===== src/rtl/alu_share_arbiter_if.sv =====
// rtl/alu_share_arbiter_if.sv - requester, result and status signals of the shared ALU arbiter
interface alu_share_arbiter_if #(
    parameter int WIDTH = 5
);
    // Requester 0
    logic             req_0;
    logic [1:0]       op_0;
    logic [WIDTH-1:0] a_0;
    logic [WIDTH-1:0] b_0;
    logic             gnt_0;

    // Requester 1
    logic             req_1;
    logic [1:0]       op_1;
    logic [WIDTH-1:0] a_1;
    logic [WIDTH-1:0] b_1;
    logic             gnt_1;

    // Result towards the consumer
    logic [WIDTH-1:0] out_data;
    logic             out_id;
    logic             out_valid;
    logic             out_ready;

    // Status
    logic             busy;

    // Client side: requesters and the result consumer
    modport master (
        output req_0, op_0, a_0, b_0,
        output req_1, op_1, a_1, b_1,
        output out_ready,
        input  gnt_0, gnt_1,
        input  out_data, out_id, out_valid,
        input  busy
    );

    // Arbiter side
    modport slave (
        input  req_0, op_0, a_0, b_0,
        input  req_1, op_1, a_1, b_1,
        input  out_ready,
        output gnt_0, gnt_1,
        output out_data, out_id, out_valid,
        output busy
    );
endinterface


===== src/rtl/alu_share_arbiter.sv =====
// rtl/alu_share_arbiter.sv - round-robin arbiter sharing one AND/OR/ADD unit between two requesters
module alu_share_arbiter #(
    parameter int WIDTH = 5
) (
    input  logic                  clk,
    input  logic                  rst_n,
    alu_share_arbiter_if.slave    bus
);

    typedef enum logic [1:0] {
        ST_IDLE = 2'd0,
        ST_EXEC = 2'd1,
        ST_HOLD = 2'd2
    } state_t;

    state_t           state_q,      state_d;
    logic             last_id_q,    last_id_d;
    logic             cur_id_q,     cur_id_d;
    logic [1:0]       op_q,         op_d;
    logic [WIDTH-1:0] a_q,          a_d;
    logic [WIDTH-1:0] b_q,          b_d;
    logic             gnt_0_q,      gnt_0_d;
    logic             gnt_1_q,      gnt_1_d;
    logic [WIDTH-1:0] out_data_q,   out_data_d;
    logic             out_id_q,     out_id_d;
    logic             out_valid_q,  out_valid_d;
    logic             busy_q,       busy_d;

    logic             any_req;
    logic             win_id;

    // Shared datapath; every result wraps modulo 2^WIDTH, carries are dropped.
    function automatic logic [WIDTH-1:0] alu_f(
        input logic [1:0]       op,
        input logic [WIDTH-1:0] a,
        input logic [WIDTH-1:0] b
    );
        logic [WIDTH-1:0] and_v;
        logic [WIDTH-1:0] or_v;
        and_v = a & b;
        or_v  = a | b;
        case (op)
            2'b00:   alu_f = and_v;
            2'b01:   alu_f = or_v;
            2'b10:   alu_f = a + b;
            default: alu_f = or_v & (and_v + or_v);
        endcase
    endfunction

    // Winner selection: a lone requester wins; on a tie the one not served last wins.
    always_comb begin
        any_req = bus.req_0 | bus.req_1;
        if (bus.req_0 && bus.req_1) begin
            win_id = ~last_id_q;
        end else begin
            win_id = bus.req_1;
        end
    end

    // Next-state and registered-output logic of the IDLE/EXEC/HOLD sequencer.
    always_comb begin
        state_d     = state_q;
        last_id_d   = last_id_q;
        cur_id_d    = cur_id_q;
        op_d        = op_q;
        a_d         = a_q;
        b_d         = b_q;
        gnt_0_d     = 1'b0;
        gnt_1_d     = 1'b0;
        out_data_d  = out_data_q;
        out_id_d    = out_id_q;
        out_valid_d = out_valid_q;

        case (state_q)
            ST_IDLE: begin
                if (any_req) begin
                    cur_id_d  = win_id;
                    last_id_d = win_id;
                    op_d      = win_id ? bus.op_1 : bus.op_0;
                    a_d       = win_id ? bus.a_1  : bus.a_0;
                    b_d       = win_id ? bus.b_1  : bus.b_0;
                    gnt_0_d   = ~win_id;
                    gnt_1_d   = win_id;
                    state_d   = ST_EXEC;
                end
            end
            ST_EXEC: begin
                out_data_d  = alu_f(op_q, a_q, b_q);
                out_id_d    = cur_id_q;
                out_valid_d = 1'b1;
                state_d     = ST_HOLD;
            end
            ST_HOLD: begin
                // Result and owner stay put until the consumer takes them;
                // out_data is deliberately left holding the last value.
                if (bus.out_ready) begin
                    out_valid_d = 1'b0;
                    state_d     = ST_IDLE;
                end
            end
            default: begin
                out_valid_d = 1'b0;
                state_d     = ST_IDLE;
            end
        endcase

        busy_d = (state_d != ST_IDLE);
    end

    // State and output registers; reset drops any in-flight operation.
    always_ff @(posedge clk) begin
        if (!rst_n) begin
            state_q     <= ST_IDLE;
            last_id_q   <= 1'b1;
            cur_id_q    <= 1'b0;
            op_q        <= 2'b00;
            a_q         <= '0;
            b_q         <= '0;
            gnt_0_q     <= 1'b0;
            gnt_1_q     <= 1'b0;
            out_data_q  <= '0;
            out_id_q    <= 1'b0;
            out_valid_q <= 1'b0;
            busy_q      <= 1'b0;
        end else begin
            state_q     <= state_d;
            last_id_q   <= last_id_d;
            cur_id_q    <= cur_id_d;
            op_q        <= op_d;
            a_q         <= a_d;
            b_q         <= b_d;
            gnt_0_q     <= gnt_0_d;
            gnt_1_q     <= gnt_1_d;
            out_data_q  <= out_data_d;
            out_id_q    <= out_id_d;
            out_valid_q <= out_valid_d;
            busy_q      <= busy_d;
        end
    end

    assign bus.gnt_0     = gnt_0_q;
    assign bus.gnt_1     = gnt_1_q;
    assign bus.out_data  = out_data_q;
    assign bus.out_id    = out_id_q;
    assign bus.out_valid = out_valid_q;
    assign bus.busy      = busy_q;

endmodule


===== src/flat_wrapper.sv =====
// flat-port wrapper written by rule: the top's interface ports become plain ports
module alu_share_arbiter_flat 
#(
    parameter int WIDTH = 5
)
  (clk, rst_n, bus_req_0, bus_op_0, bus_a_0, bus_b_0, bus_req_1, bus_op_1, bus_a_1, bus_b_1, bus_out_ready, bus_gnt_0, bus_gnt_1, bus_out_data, bus_out_id, bus_out_valid, bus_busy);
  alu_share_arbiter_if #(.WIDTH(WIDTH)) bus_i ();
  input  logic clk;
  input  logic rst_n;
  input wire logic [$bits(bus_i.req_0)-1:0] bus_req_0;
  input wire logic [$bits(bus_i.op_0)-1:0] bus_op_0;
  input wire logic [$bits(bus_i.a_0)-1:0] bus_a_0;
  input wire logic [$bits(bus_i.b_0)-1:0] bus_b_0;
  input wire logic [$bits(bus_i.req_1)-1:0] bus_req_1;
  input wire logic [$bits(bus_i.op_1)-1:0] bus_op_1;
  input wire logic [$bits(bus_i.a_1)-1:0] bus_a_1;
  input wire logic [$bits(bus_i.b_1)-1:0] bus_b_1;
  input wire logic [$bits(bus_i.out_ready)-1:0] bus_out_ready;
  output wire logic [$bits(bus_i.gnt_0)-1:0] bus_gnt_0;
  output wire logic [$bits(bus_i.gnt_1)-1:0] bus_gnt_1;
  output wire logic [$bits(bus_i.out_data)-1:0] bus_out_data;
  output wire logic [$bits(bus_i.out_id)-1:0] bus_out_id;
  output wire logic [$bits(bus_i.out_valid)-1:0] bus_out_valid;
  output wire logic [$bits(bus_i.busy)-1:0] bus_busy;
  assign bus_i.req_0 = bus_req_0;
  assign bus_i.op_0 = bus_op_0;
  assign bus_i.a_0 = bus_a_0;
  assign bus_i.b_0 = bus_b_0;
  assign bus_i.req_1 = bus_req_1;
  assign bus_i.op_1 = bus_op_1;
  assign bus_i.a_1 = bus_a_1;
  assign bus_i.b_1 = bus_b_1;
  assign bus_i.out_ready = bus_out_ready;
  assign bus_gnt_0 = bus_i.gnt_0;
  assign bus_gnt_1 = bus_i.gnt_1;
  assign bus_out_data = bus_i.out_data;
  assign bus_out_id = bus_i.out_id;
  assign bus_out_valid = bus_i.out_valid;
  assign bus_busy = bus_i.busy;
  alu_share_arbiter #(.WIDTH(WIDTH)) u_core (.clk(clk), .rst_n(rst_n), .bus(bus_i));
endmodule

===== config.mk =====
export PLATFORM = sky130hd
export DESIGN_NAME = alu_share_arbiter_flat
export DESIGN_NICKNAME = d
export VERILOG_FILES = /design/src/rtl/alu_share_arbiter_if.sv /design/src/rtl/alu_share_arbiter.sv /design/src/flat_wrapper.sv
export SDC_FILE = /design/constraint.sdc
export NUM_CORES = 1
export LEC_CHECK = 0
export ABC_AREA = 0
export BUFFER_PORTS_ARGS = -buffer_cell sky130_fd_sc_hd__clkbuf_2
export CAP_MARGIN = 20
export CORE_MARGIN = 5
export CORE_UTILIZATION = 53
export CTS_BUF_LIST = sky130_fd_sc_hd__clkbuf_16
export CTS_CLUSTER_DIAMETER = 80
export CTS_CLUSTER_SIZE = 24
export DETAILED_ROUTE_END_ITERATION = 12
export GPL_TIMING_DRIVEN = 0
export PLACE_DENSITY = 0.91
export RECOVER_POWER = 25
export SETUP_SLACK_MARGIN = 0.1
export SYNTH_ARGS = -nofsm -noshare
export SYNTH_HDL_FRONTEND = slang
export SYNTH_SLANG_ARGS = --single-unit

===== constraint.sdc =====
create_clock -name clk -period 4.1 [get_ports clk]
set_input_delay 0.41 -clock clk [delete_from_list [all_inputs] [get_ports clk]]
set_output_delay 0.41 -clock clk [all_outputs]
set_load 0.02 [all_outputs]

After elaboration in Yosys (flattened, before gate mapping)
Index checks and enable logic that the tools add are counted.
{ "totals": {"register_bits": 26, "output_inout_bits": 10, "wordCells": 43, "in_bits": 29} }
{ "op_classes": {"bitwise": 7, "eq_ne": 5, "n_addsub": 2, "n_mux": 10, "n_reduce_logical": 7} }
{ "ops": {"columns": ["cell", "count"], "rows": [
  ["one-hot mux 5 bit (3 select lines)", 1],
  ["adder 5 bit", 2],
  ["bitwise AND 5 bit", 2],
  ["2-to-1 mux 5 bit", 2],
  ["2-to-1 mux 2 bit", 3],
  ["one-hot mux 2 bit (3 select lines)", 1],
  ["bitwise OR 5 bit", 1],
  ["== test 2 x 1 -> 1 bit, second input constant", 2],
  ["== test 2 bit, second input constant", 2],
  ["zero test 2 bit", 2],
  ["AND reduction 2 bit", 2],
  ["NOT 1 bit", 3],
  ["one-hot mux 1 bit (3 select lines)", 1],
  ["AND reduction 3 bit", 1],
  ["2-to-1 mux 1 bit", 2],
  ["inequality test 2 bit, second input constant", 1],
  ["nonzero test 2 bit", 1],
  ["logical AND 1 bit", 1],
  ["bitwise OR 1 bit", 1]
]} }

Longest topological paths before layout
Gate-level depths: netlist of run 1.
{ "depth": {"ltp_word": 4, "ltp_mapped": 8, "mapped_depth_nobuf": 8} }

Worst setup path before layout of run 1
No wires, ideal clock.
{ "synth_timing": {"path_kind": "register to register", "start": "register u_core.b_q[1]", "end": "register u_core.out_data_q[3], in the netlist u_core.bus.out_data[3]", "stages_incl_launch_ff": 8, "n_path_buf": 0, "synth_period_minus_slack_ns": 1.700, "required_ns": 4.040, "path_slack_ns": 2.400, "arrival_time_ns": 1.640, "setup_ns": 0.060, "cell_sequence": "dfxtp_1 -> inv_1 -> ha_1 -> a21o_1 -> a21oi_1 -> or3b_1 -> nand4_1 -> o2111a_1"} }
{ "synth_via": {"elab_chain_cells": 4, "word_cells_on_any_way": 6, "classes_between": "add/sub: 2; mux: 1; bitwise: 3"} }
{ "synth_lines": {"columns": ["element", "line", "text"], "rows": [
  ["start, declared", "alu_share_arbiter.sv:21", "logic [WIDTH-1:0] b_q, b_d;"],
  ["start signal, assigned", "alu_share_arbiter.sv:118", "b_q <= '0;"],
  ["start signal, assigned", "alu_share_arbiter.sv:131", "b_q <= b_d;"],
  ["bitwise AND 5 bit or bitwise OR 5 bit (tied branches)", "alu_share_arbiter.sv:40, alu_share_arbiter.sv:41", null],
  ["adder 5 bit", "alu_share_arbiter.sv:46", "default: alu_f = or_v & (and_v + or_v);"],
  ["bitwise AND 5 bit", "alu_share_arbiter.sv:46", null],
  ["one-hot mux 5 bit (3 select lines) (*)", "alu_share_arbiter.sv:42", "case (op)"],
  ["end signal, assigned", "alu_share_arbiter.sv:134", "out_data_q <= out_data_d;"],
  ["end, declared", "alu_share_arbiter.sv:24", "logic [WIDTH-1:0] out_data_q, out_data_d;"]
]} }
Mark *: on every way between the ends. The rest lies on a longest branch, timed or not.
A chain may end at the register's enable or synchronous reset.

Worst setup path after layout of run 1
{ "layout_timing": {"start": "register u_core.last_id_q", "end": "register u_core.a_q[2]"} }
{ "layout_via": {"elab_chain_cells": 3} }
{ "layout_lines": {"columns": ["element", "line", "text"], "rows": [
  ["start, declared", "alu_share_arbiter.sv:17", "logic last_id_q, last_id_d;"],
  ["start signal, assigned", "alu_share_arbiter.sv:127", "last_id_q <= last_id_d;"],
  ["NOT 1 bit", "alu_share_arbiter.sv:54", "win_id = ~last_id_q;"],
  ["2-to-1 mux 1 bit", "alu_share_arbiter.sv:53", "if (bus.req_0 && bus.req_1) begin"],
  ["2-to-1 mux 5 bit", "alu_share_arbiter.sv:80", "a_d = win_id ? bus.a_1 : bus.a_0;"],
  ["end signal, assigned", "alu_share_arbiter.sv:117", "a_q <= '0;"],
  ["end signal, assigned", "alu_share_arbiter.sv:130", "a_q <= a_d;"],
  ["end, declared", "alu_share_arbiter.sv:20", "logic [WIDTH-1:0] a_q, a_d;"]
]} }
Every way passes these cells.

==> key figures, run 1 <==
Route
  • DRC viols: 0
  • DR vias/cell: between 5 and 6
  • Antenna-violating nets left: 0
  • TritonRoute pass-1 iters: 4
  • Detailed Route Iter0 Violations: 43
  • Vias: 1246
  • Final WL: a little over 3000 µm
  • DR WL/cell: 13.2 µm

Yosys
  • Yosys warns: 0
  • Syn Nets: a little under 200
  • Yosys top cell area share: between 30% and 40%
  • Avg Synthesized Cell Area: 9.21 µm²
  • Mapped Cells: about 160
  • Synth top area cells: dfxtp_1 (36%), o211a_1 (9.6%), ha_1 (9.5%)
  • Synth cell types: 39
  • FFs w/ async S/R, synth: 0%
  • Post-synthesis cell area: between 1000 and 1500 µm²
  • Yosys top cell by area: dfxtp_1
  • Number of flops mapped to enable cells by yosys: 0
  • Main flop type after synthesis: dfxtp_1
  • Yosys reg bits: 26
  • Seq/Total Area, Yosys: between 30% and 40%

Pwr
  • Reg power frac: 39.7%
  • Pwr/cell area: roughly 430 nW/µm²
  • Logic gate share of total power: between 20 and 25%
  • Leakage: 0.897 nW
  • NetSw: about 0.00020 W
  • Sw Ratio: between 20% and 30%
  • Clock power share: 37.4%
  • Cell Int Power: around 0.00055 W
  • VDD IR max: around 0.4 mV

Timing
  • Ratio of final minimum period to clock period: between 40% and 50%
  • Setup_tns: 0 ns
  • Fin. max-slew vios: 0
  • Endpoints failing hold: 0
  • Endpoints failing setup: 0
  • Final worst path period need: 2.05 ns
  • Upper clock frequency limit: approximately 0.5 GHz
  • Slew @ Worst Pin: roughly 1.1 ns
  • Worst slew margin: about 28%
  • Fin Clk Skew: roughly 0.002 ns
  • Unrepaired setup endpoints after global routing: no

Global route
  • GRT overflow: 0
  • GRT Overall Usage: roughly 16%
  • Vias in the first global route: between 1000 and 1500
  • Initial antenna violation count: 0
  • Largest net degree at the start of global routing: 16
  • Global-route wire length before repair: between 5000 and 6000 µm

Placement
  • IO Port Bufs: 38
  • Global placement routability congestion: 0.843
  • Dpl hpwl: between 2000 and 2500 µm

Worst setup path
  • CP endpoint kind: flop
  • RR Startpoint: u_core.last_id_q$_SDFFE_PN1P_
  • Crit path required time: approximately 4.3 ns
  • R2R setup slack: slightly above 2 ns
  • Worst path arrival time: 2.21 ns
  • Category of the worst setup path launch point: flop
  • Worst R2R End: u_core.a_q[2]$_SDFFE_PN0P_
  • Reg2Reg Depth: 5
  • WS Path Type: reg -> reg
  • Peak fanout along the critical path: 10

Floorplan
  • Number of I/O pins: 39
  • Core Box Area: 2690 µm²
  • Die height: 62.4 µm
  • FP Rows: 19
  • Initial core utilization: ~54%
  • Die W: between 60 and 70 µm
  • Die Area: just under 4000 µm²

Clock network
  • Post_cts resized: 0
  • Worst skew pair latency: between 0.2 and 0.3 ns
  • Clock sink count: 26
  • CTS clk-pin slew, worst paths: 0.06 ns
  • Clk buf depth: 2
  • Setup bufs post-CTS: 0
  • CTS H-Tree Depth: 1
  • Clk root buf: clkbuf_16
  • Hold buffer count at cts: 0
  • TritonCTS clock tree: yes
  • Total CTS buffers: 3

Final layout
  • Synth-to-layout area growth: 21.6%
  • N_diodes: 0
  • Share of layout cells above drive strength 1: ~20%
  • Util after Layout: approximately 66%
  • Nets: between 200 and 250

Worst hold path
  • HP Class: in -> reg
  • Hold Path Depth: 3
  • Hold Path End: u_core.bus.out_valid$_SDFFE_PN0P_
  • Hold Startpoint: bus_out_ready

Job
  • Max-cap violations: 0

Outcome
  • Status: completed
-- synth_stat cells, types with 2 or more instances --
cell type   n
nor2b_1     3
buf_4       2
nand2b_1    4
a21boi_0    2
buf_2       2
a21boi_1    3
ha_1       11
nor2_1      5
inv_1      11
and3_1      2
clkbuf_1    5
a21oi_1     3
o211a_1    14
o311ai_0    2
nor3_1      3
mux2i_1    12
nand2_1    22
dfxtp_1    26
o21a_1      4
o21ai_0     3
-- cells in the final DEF (no fill, tap or decap), types with 2 or more instances in the layout --
| master | instances |
|---|---|
| nand2b_1 | 4 |
| mux2i_1 | 12 |
| o21ai_0 | 3 |
| o21a_1 | 4 |
| inv_1 | 11 |
| nor3_1 | 3 |
| nand2_1 | 22 |
| dfxtp_1 | 26 |
| clkbuf_1 | 12 |
| clkbuf_16 | 3 |
| o311ai_0 | 2 |
| clkbuf_2 | 31 |
| a21boi_1 | 3 |
| buf_2 | 2 |
| and3_1 | 2 |
| a21boi_0 | 3 |
| nor2_1 | 5 |
| buf_4 | 2 |
| a21oi_1 | 3 |
| o211a_1 | 14 |
| nor2b_1 | 3 |
| ha_1 | 11 |
-- per-stage QoR --
stage	hold slack (ns)	total power, W	cells	worst slack (ns)	instance area, µm²
finish	0.446	0.000755	231	2.05	1770
global route	0.474	0.000798	231	1.96	1770
CTS	0.447	0.000761	231	2.23	1790
detailed placement	0.447	0.000480	227	2.26	1680
global placement	0.447	0.000473	227	2.29	1680
floorplan	0.441	0.000428	158	2.40	1460
-- cell type report --
cell class                 instances  area, µm²
tap                               31       38.8
clock buffer                       3       75.1
timing repair buffer              38        181
clock inverter                     1       30.0
inverter                          12       45.0
buffer                             9       43.8
fill                             220        917
multi-input combinational        111        835
sequential                        26        520
-- cell families (layout without fill, tap and decap cells) --
logic type / after synthesis / count (layout) / synth area share, %
muxes: 12 / 12 / 8.25
xor gates and xnor gates: 1 / 1 / 0.602
buffers and inverters: 21 / 63 / 6.10
and+or+nand+nor: 46 / 46 / 15.0
adders and majority gates: 12 / 12 / 10.8
AOI/OAI and AO/OA: 40 / 40 / 23.4
DFF: 26 / 26 / 35.8
-- flip-flops by register name, indices dropped and copies added, names as in the netlist --
signal                flops
u_core.bus.busy           1
u_core.op_q               2
u_core.bus.gnt_0          1
u_core.bus.gnt_1          1
u_core.bus.out_id         1
u_core.bus.out_valid      1
u_core.b_q                5
u_core.a_q                5
u_core.state_q            2
u_core.last_id_q          1
u_core.cur_id_q           1
u_core.bus.out_data       5
-- power by group through the flow --
stage	clock [W]	combinational, W	sequential [W]
floorplan	0	0.000116	0.000312
global placement	0	0.000169	0.000304
detailed placement	0	0.000175	0.000305
CTS	0.000284	0.000177	0.000300
global route	0.000297	0.000198	0.000303
finish	0.000282	0.000173	0.000300
-- layer usage --
| layer | share of wire [%] | GRT usage, % |
|---|---|---|
| met1 | 43 | 19.3 |
| met2 | 50 | 27.3 |
| met3 | 6.2 | 4.32 |
| met4 | 0.82 | 3.45 |
| met5 | 0 | 0 |
-- critical path, cell delays in order, from the launching register on --
cell      delay, ns
dfxtp_1        0.32
a21boi_0       0.83
buf_4          0.35
mux2i_1        0.24
nand2_1        0.08
o211a_1        0.12
-- worst max-delay path by stage --
stage / from / slack (ns) / cells past startpoint / endpoint
floorplan: u_core.b_q[1]$_SDFFE_PN0P_ / 2.40 / 7 / u_core.bus.out_data[3]$_SDFFE_PN0P_
global placement: u_core.b_q[0]$_SDFFE_PN0P_ / 2.29 / 8 / u_core.bus.out_data[4]$_SDFFE_PN0P_
detailed placement: u_core.a_q[0]$_SDFFE_PN0P_ / 2.26 / 8 / u_core.bus.out_data[4]$_SDFFE_PN0P_
CTS: u_core.a_q[0]$_SDFFE_PN0P_ / 2.23 / 8 / u_core.bus.out_data[4]$_SDFFE_PN0P_
global route: u_core.last_id_q$_SDFFE_PN1P_ / 1.96 / 5 / u_core.a_q[1]$_SDFFE_PN0P_
finish: u_core.last_id_q$_SDFFE_PN1P_ / 2.05 / 5 / u_core.a_q[2]$_SDFFE_PN0P_
No activity file was read; power rests on OpenSTA's default activity.
==> run 2, diff against run 1 <==
Settings changed: CORE_UTILIZATION 53 to 52, PLACE_DENSITY 0.91 to 0.9.
Clock period 4.1 ns to 2 ns, I/O delays scaled along.
==> key figures, run 2 (synthesis gave the netlist of run 1 again) <==
Outcome
  • Status: completed

Route
  • Final WL: 2850 µm (-6.2%)
  • DR WL/cell: 12.3 µm (-6.2%)
  • DR vias/cell: 5.44 (+0.88%)
  • TritonRoute pass-1 iters: 4 (unchanged)
  • Vias: 1257 (+0.88%)
  • DRC viols: 0 (unchanged)
  • Detailed Route Iter0 Violations: 69 (+60%)
  • Antenna-violating nets left: 0 (unchanged)

Timing
  • Slew @ Worst Pin: 0.431 ns (-0.643 ns)
  • Fin. max-slew vios: 0 (unchanged)
  • Final worst path period need: 1.79 ns (-0.259 ns)
  • Upper clock frequency limit: 0.559 GHz (+14%)
  • Endpoints failing setup: 0 (unchanged)
  • Endpoints failing hold: 0 (unchanged)
  • Worst slew margin: 70.9% (+43 points)
  • Ratio of final minimum period to clock period: 89.5% (+40 points)
  • Setup_tns: 0 ns (unchanged)
  • Unrepaired setup endpoints after global routing: yes
  • Fin Clk Skew: 0.00138 ns (-0.000636 ns)

Final layout
  • Fin area: 1770 µm² (unchanged)
  • Share of layout cells above drive strength 1: 21.5% (+1.5 points)
  • Most frequent cells in the layout: clkbuf_2 (29), nand2_1 (22), dfxtp_1 (22)
  • N_diodes: 0 (unchanged)
  • Area of the multi-input gates: 858 µm² (+2.8%)
  • Synth-to-layout area growth: 21.6% (unchanged)
  • Post-Layout Cell Count: 231 (unchanged)
  • Nets: 242 (unchanged)
  • # fillers: 231 (+5.0%)
  • Util after Layout: 65.3% (-0.58 points)
  • Register area: 526 µm² (+0.96%)
  • Most common cell after layout, fill and taps aside: clkbuf_2

Clock network
  • Hold buffer count at cts: 0 (unchanged)
  • Total CTS buffers: 3 (unchanged)
  • Clock sink count: 26 (unchanged)
  • CTS clk-pin slew, worst paths: 0.06 ns (about the same)
  • Clk root buf: clkbuf_16
  • Clk buf depth: 2 (unchanged)
  • Worst skew pair latency: 0.26 ns (about the same)
  • TritonCTS clock tree: yes
  • CTS H-Tree Depth: 1 (unchanged)

Worst hold path
  • HP Class: in -> reg
  • Hold Path Depth: 3 (unchanged)

Worst setup path
  • Reg2Reg Depth: 7 (+2)
  • Peak fanout along the critical path: 4 (-6)
  • CP endpoint kind: flop
  • Worst path arrival time: 1.99 ns (-0.22 ns)
  • WS Path Type: reg -> reg
  • Crit path required time: 2.20 ns (-2.06 ns)
  • Category of the worst setup path launch point: flop
  • R2R setup slack: 0.21 ns (-1.84 ns)

Global route
  • Initial antenna violation count: 0 (unchanged)
  • Largest net degree at the start of global routing: 15 (-1)
  • Vias in the first global route: 1214 (+3.9%)
  • Global-route wire length before repair: 5170 µm (+0.82%)
  • Gr busiest metal: met2
  • Met1 GRT Util: 18.6% (-0.63 points)
  • M2 GR Usage: 27.6% (+0.23 points)
  • Met3 Use GR: 4.50% (+0.18 points)
  • GRT overflow: 0 (unchanged)
  • GRT Overall Usage: 15.6% (-0.099 points)

Floorplan
  • Die Area: 3960 µm² (+1.6%)
  • Number of I/O pins: 39 (unchanged)
  • Die height: 62.9 µm (+0.80%)
  • FP Rows: 19 (unchanged)
  • Die W: 62.9 µm (+0.80%)
  • Core Box Area: 2710 µm² (+0.88%)
  • Initial core utilization: 53.7% (-0.48 points)

Placement
  • Global placement routability congestion: 0.853 (+1.2%)
  • DP Area: 1680 µm² (unchanged)
  • Placed cells: 227 (unchanged)
  • Dpl hpwl: 2290 µm (-3.4%)
  • IO Port Bufs: 38 (unchanged)

Pwr
  • Leakage: 0.883 nW (-1.5%)
  • Pwr/cell area: 798 nW/µm² (+87%)
  • Total chip power: 0.00141 W (+87%)
  • VDD IR max: 0.725 mV (+84%)

Job
  • Max-cap violations: 0 (unchanged)
==> run 2: cell type report <==
class	count	share of cell area [%]
Buffer	9	2.48
Clock buffer	3	4.24
Clock inverter	1	0.212
Inverter	12	2.55
Multi-Input combinational cell	111	48.5
Sequential cell	26	29.7
Tap cell	31	2.19
Timing Repair Buffer	38	10.1
==> run 2: through the flow <==
step                      hold slack, ns  worst slack (ns)
after CTS                          0.235             0.142
after detailed placement           0.452             0.160
final                              0.233             0.210
after global routing               0.250            0.0933
after global placement             0.444             0.197
after floorplan                    0.350             0.300
==> run 2: repair_timing <==
| item | CTS | global route |
|---|---|---|
| resized for setup | 0 | 6 |
| setup buffers | 0 | 0 |
| hold endpoints to repair | 0 | 0 |
| setup endpoints to repair | 0 | 3 |
==> run 2: final timing paths <==
kind / startpoint / to
max reg2reg: u_core.b_q[1]$_SDFFE_PN0P_ / u_core.bus.out_data[3]$_SDFFE_PN0P_
min reg2reg: u_core.bus.out_id$_SDFFE_PN0P_ / u_core.bus.out_id$_SDFFE_PN0P_
min: bus_out_ready / u_core.bus.out_valid$_SDFFE_PN0P_
max: u_core.b_q[1]$_SDFFE_PN0P_ / u_core.bus.out_data[3]$_SDFFE_PN0P_
==> run 2: layer usage <==
metal,part of all wire [%],vias to the layer above
met5,0,-
met4,1.3,0
met3,8.6,4
met2,48,39
met1,42,572
li1,-,642
==> run 2: critical path, stage by stage, from the launching register on <==
cell,delay (ns)
dfxtp_2,0.35
inv_1,0.08
ha_1,0.31
a21o_1,0.18
a21oi_1,0.19
or3b_1,0.36
nand4_1,0.09
o2111a_1,0.17
==> run 2: power breakdown <==
part / total (W) / switching (W) / internal, W
Clock: 0.000439 / 0.000171 / 0.000267
Sequential: 0.000619 / 0.0000424 / 0.000576
Combinational: 0.000355 / 0.000195 / 0.000161
Total: 0.00141 / 0.000408 / 0.00100
==> run 3, diff against run 2 <==
Settings changed: BUFFER_PORTS_ARGS -buffer_cell sky130_fd_sc_hd__clkbuf_2 to unset, CORE_UTILIZATION 52 to 53, DONT_BUFFER_PORTS set to 1, PLACE_DENSITY 0.9 to 0.79.
==> key figures, run 3 (synthesis gave the netlist of run 1 again) <==
Timing
  • Worst slew margin: 70.0% (-0.96 points)
  • Setup_tns: 0 ns (unchanged)
  • Fin Clk Skew: 0.00373 ns (+0.00235 ns)
  • Upper clock frequency limit: 0.553 GHz (-0.95%)
  • Endpoints failing setup: 0 (unchanged)
  • Final worst path period need: 1.81 ns (+0.0173 ns)
  • Slew @ Worst Pin: 0.450 ns (+0.0198 ns)
  • Unrepaired setup endpoints after global routing: no
  • Endpoints failing hold: 0 (unchanged)
  • Fin. max-slew vios: 0 (unchanged)
  • Ratio of final minimum period to clock period: 90.4% (+0.86 points)

Final layout
  • N_diodes: 0 (unchanged)
  • Synth-to-layout area growth: 11.6%
  • Share of layout cells above drive strength 1: 9.26% (-12 points)
  • Most frequent cells in the layout: dfxtp_1 (24), nand2_1 (22), o211a_1 (14)
  • Most common cell after layout, fill and taps aside: dfxtp_1
  • Nets: 204 (-16%)
  • Util after Layout: 60.5% (-4.8 points)

Placement
  • Dpl hpwl: 2210 µm (-3.5%)
  • IO Port Bufs: 0 (-100%)
  • Global placement routability congestion: 0.854 (+0.12%)

Pwr
  • Pwr/cell area: 932 nW/µm² (+17%)
  • Reg power frac: 42.4% (-1.4 points)
  • NetSw: 0.000404 W (-0.93%)
  • Leakage: 0.767 nW (-13%)
  • Sw Ratio: 26.7% (-2.2 points)
  • Cell Int Power: 0.00111 W (+11%)
  • Logic gate share of total power: 19.6% (-5.5 points)
  • Clock power share: 38.0% (+6.9 points)
  • VDD IR max: 0.765 mV (+5.5%)

Route
  • DR WL/cell: 14.5 µm (+17%)
  • Antenna-violating nets left: 0 (unchanged)
  • Final WL: 2800 µm (-2.0%)
  • TritonRoute pass-1 iters: 4 (unchanged)
  • DRC viols: 0 (unchanged)
  • Detailed Route Iter0 Violations: 20 (-71%)
  • Vias: 1127 (-10%)
  • DR vias/cell: 5.84 (+7.3%)

Worst hold path
  • HP Class: in -> reg

Floorplan
  • Core Box Area: 2690 µm² (-0.88%)
  • Die height: 62.4 µm (-0.79%)
  • FP Rows: 19 (unchanged)
  • Number of I/O pins: 39 (unchanged)
  • Die Area: 3890 µm² (-1.6%)
  • Die W: 62.4 µm (-0.79%)
  • Initial core utilization: 54.2% (+0.48 points)

Clock network
  • Total CTS buffers: 3 (unchanged)
  • Setup bufs post-CTS: 0 (unchanged)
  • CTS H-Tree Depth: 1 (unchanged)
  • Clk root buf: clkbuf_16
  • Worst skew pair latency: 0.26 ns (about the same)
  • Hold buffer count at cts: 0 (unchanged)
  • CTS clk-pin slew, worst paths: 0.06 ns (about the same)
  • Clock sink count: 26 (unchanged)
  • Post_cts resized: 0 (unchanged)
  • Clk buf depth: 2 (unchanged)
  • TritonCTS clock tree: yes

Job
  • Max-cap violations: 0 (unchanged)

Worst setup path
  • CP endpoint kind: flop
  • Peak fanout along the critical path: 4 (unchanged)
  • Worst path arrival time: 2.01 ns (+0.02 ns)
  • Crit path required time: 2.20 ns (about the same)
  • Crit path cell chain: inv_1 > ha_1 > a21o_1 > a21oi_2 > or3b_1 > nand4_1 > o2111a_1
  • Slowest CP cell: dfxtp_1
  • WS Path Type: reg -> reg
  • Slowest stage delay, CP: 0.38 ns (+0.02 ns)
  • Category of the worst setup path launch point: flop

Global route
  • Global-route wire length before repair: 4910 µm (-5.1%)
  • Largest net degree at the start of global routing: 16 (+1)
  • GRT Overall Usage: 15.1% (-0.50 points)
  • GRT overflow: 0 (unchanged)
  • Vias in the first global route: 1113 (-8.3%)
  • Initial antenna violation count: 0 (unchanged)

Outcome
  • Status: completed
==> run 3: changes by cell type in the layout (fill, tap and decap cells not counted), moves of 2 or more <==
cell	change
dfxtp_1	+2
dfxtp_2	-2
clkbuf_1	-9
clkbuf_2	-29
==> run 3: area by class of cell <==
| type | instances | area (µm²) |
|---|---|---|
| fill | 233 | 1060 |
| multi-input combinational | 111 | 868 |
| sequential | 26 | 523 |
| clock buffer | 3 | 75.1 |
| inverter | 12 | 45.0 |
| buffer | 9 | 43.8 |
| tap | 31 | 38.8 |
| clock inverter | 1 | 30.0 |
==> run 3: power groups by stage <==
stage / clock (W) / combinational, W / sequential, W
after floorplan: 0 / 0.000238 / 0.000640
after global placement: 0 / 0.000276 / 0.000648
after detailed placement: 0 / 0.000289 / 0.000651
after CTS: 0.000581 / 0.000291 / 0.000639
after global routing: 0.000604 / 0.000343 / 0.000650
final: 0.000576 / 0.000296 / 0.000642
==> run 3: path summary, 6_finish.rpt <==
| check | startpoint | endpoint | slack [ns] | cells after the start |
|---|---|---|---|---|
| min reg2reg | u_core.cur_id_q$_SDFFE_PN0P_ | u_core.cur_id_q$_SDFFE_PN0P_ | 0.49 | 2 |
| max reg2reg | u_core.b_q[1]$_SDFFE_PN0P_ | u_core.bus.out_data[3]$_SDFFE_PN0P_ | 0.19 | 7 |
| min | rst_n | u_core.bus.out_data[1]$_SDFFE_PN0P_ | 0.1 | 1 |
| max | u_core.b_q[1]$_SDFFE_PN0P_ | u_core.bus.out_data[3]$_SDFFE_PN0P_ | 0.19 | 7 |
==> run 3: through the flow <==
stage | std cells | power, W | hold slack, ns | setup slack, ns | instance area, µm²
after global routing | 193 | 0.00160 | 0.0907 | 0.103 | 1620
final | 193 | 0.00151 | 0.0958 | 0.193 | 1620
after detailed placement | 189 | 0.000940 | 0.366 | 0.158 | 1490
after CTS | 193 | 0.00151 | 0.0962 | 0.141 | 1600
after floorplan | 158 | 0.000878 | 0.350 | 0.300 | 1460
after global placement | 189 | 0.000924 | 0.361 | 0.204 | 1490
==> run 3: worst max-delay path: cells and delay by family, from the launching register on <==
kind,cells,cell delay (ns)
AO/OA/AOI/OAI,3,0.52
AND/OR/NAND/NOR,2,0.45
flip-flops,1,0.38
adder cells (fa/ha/maj),1,0.31
buffers and inverters,1,0.09
==> run 3: per-layer routing <==
layer,track usage (%),routed length [µm],vias up
met5,0,0,-
met4,4.77,32,0
met3,3.78,209,4
met2,26.9,1400,34
met1,17.6,1150,526
li1,-,-,563
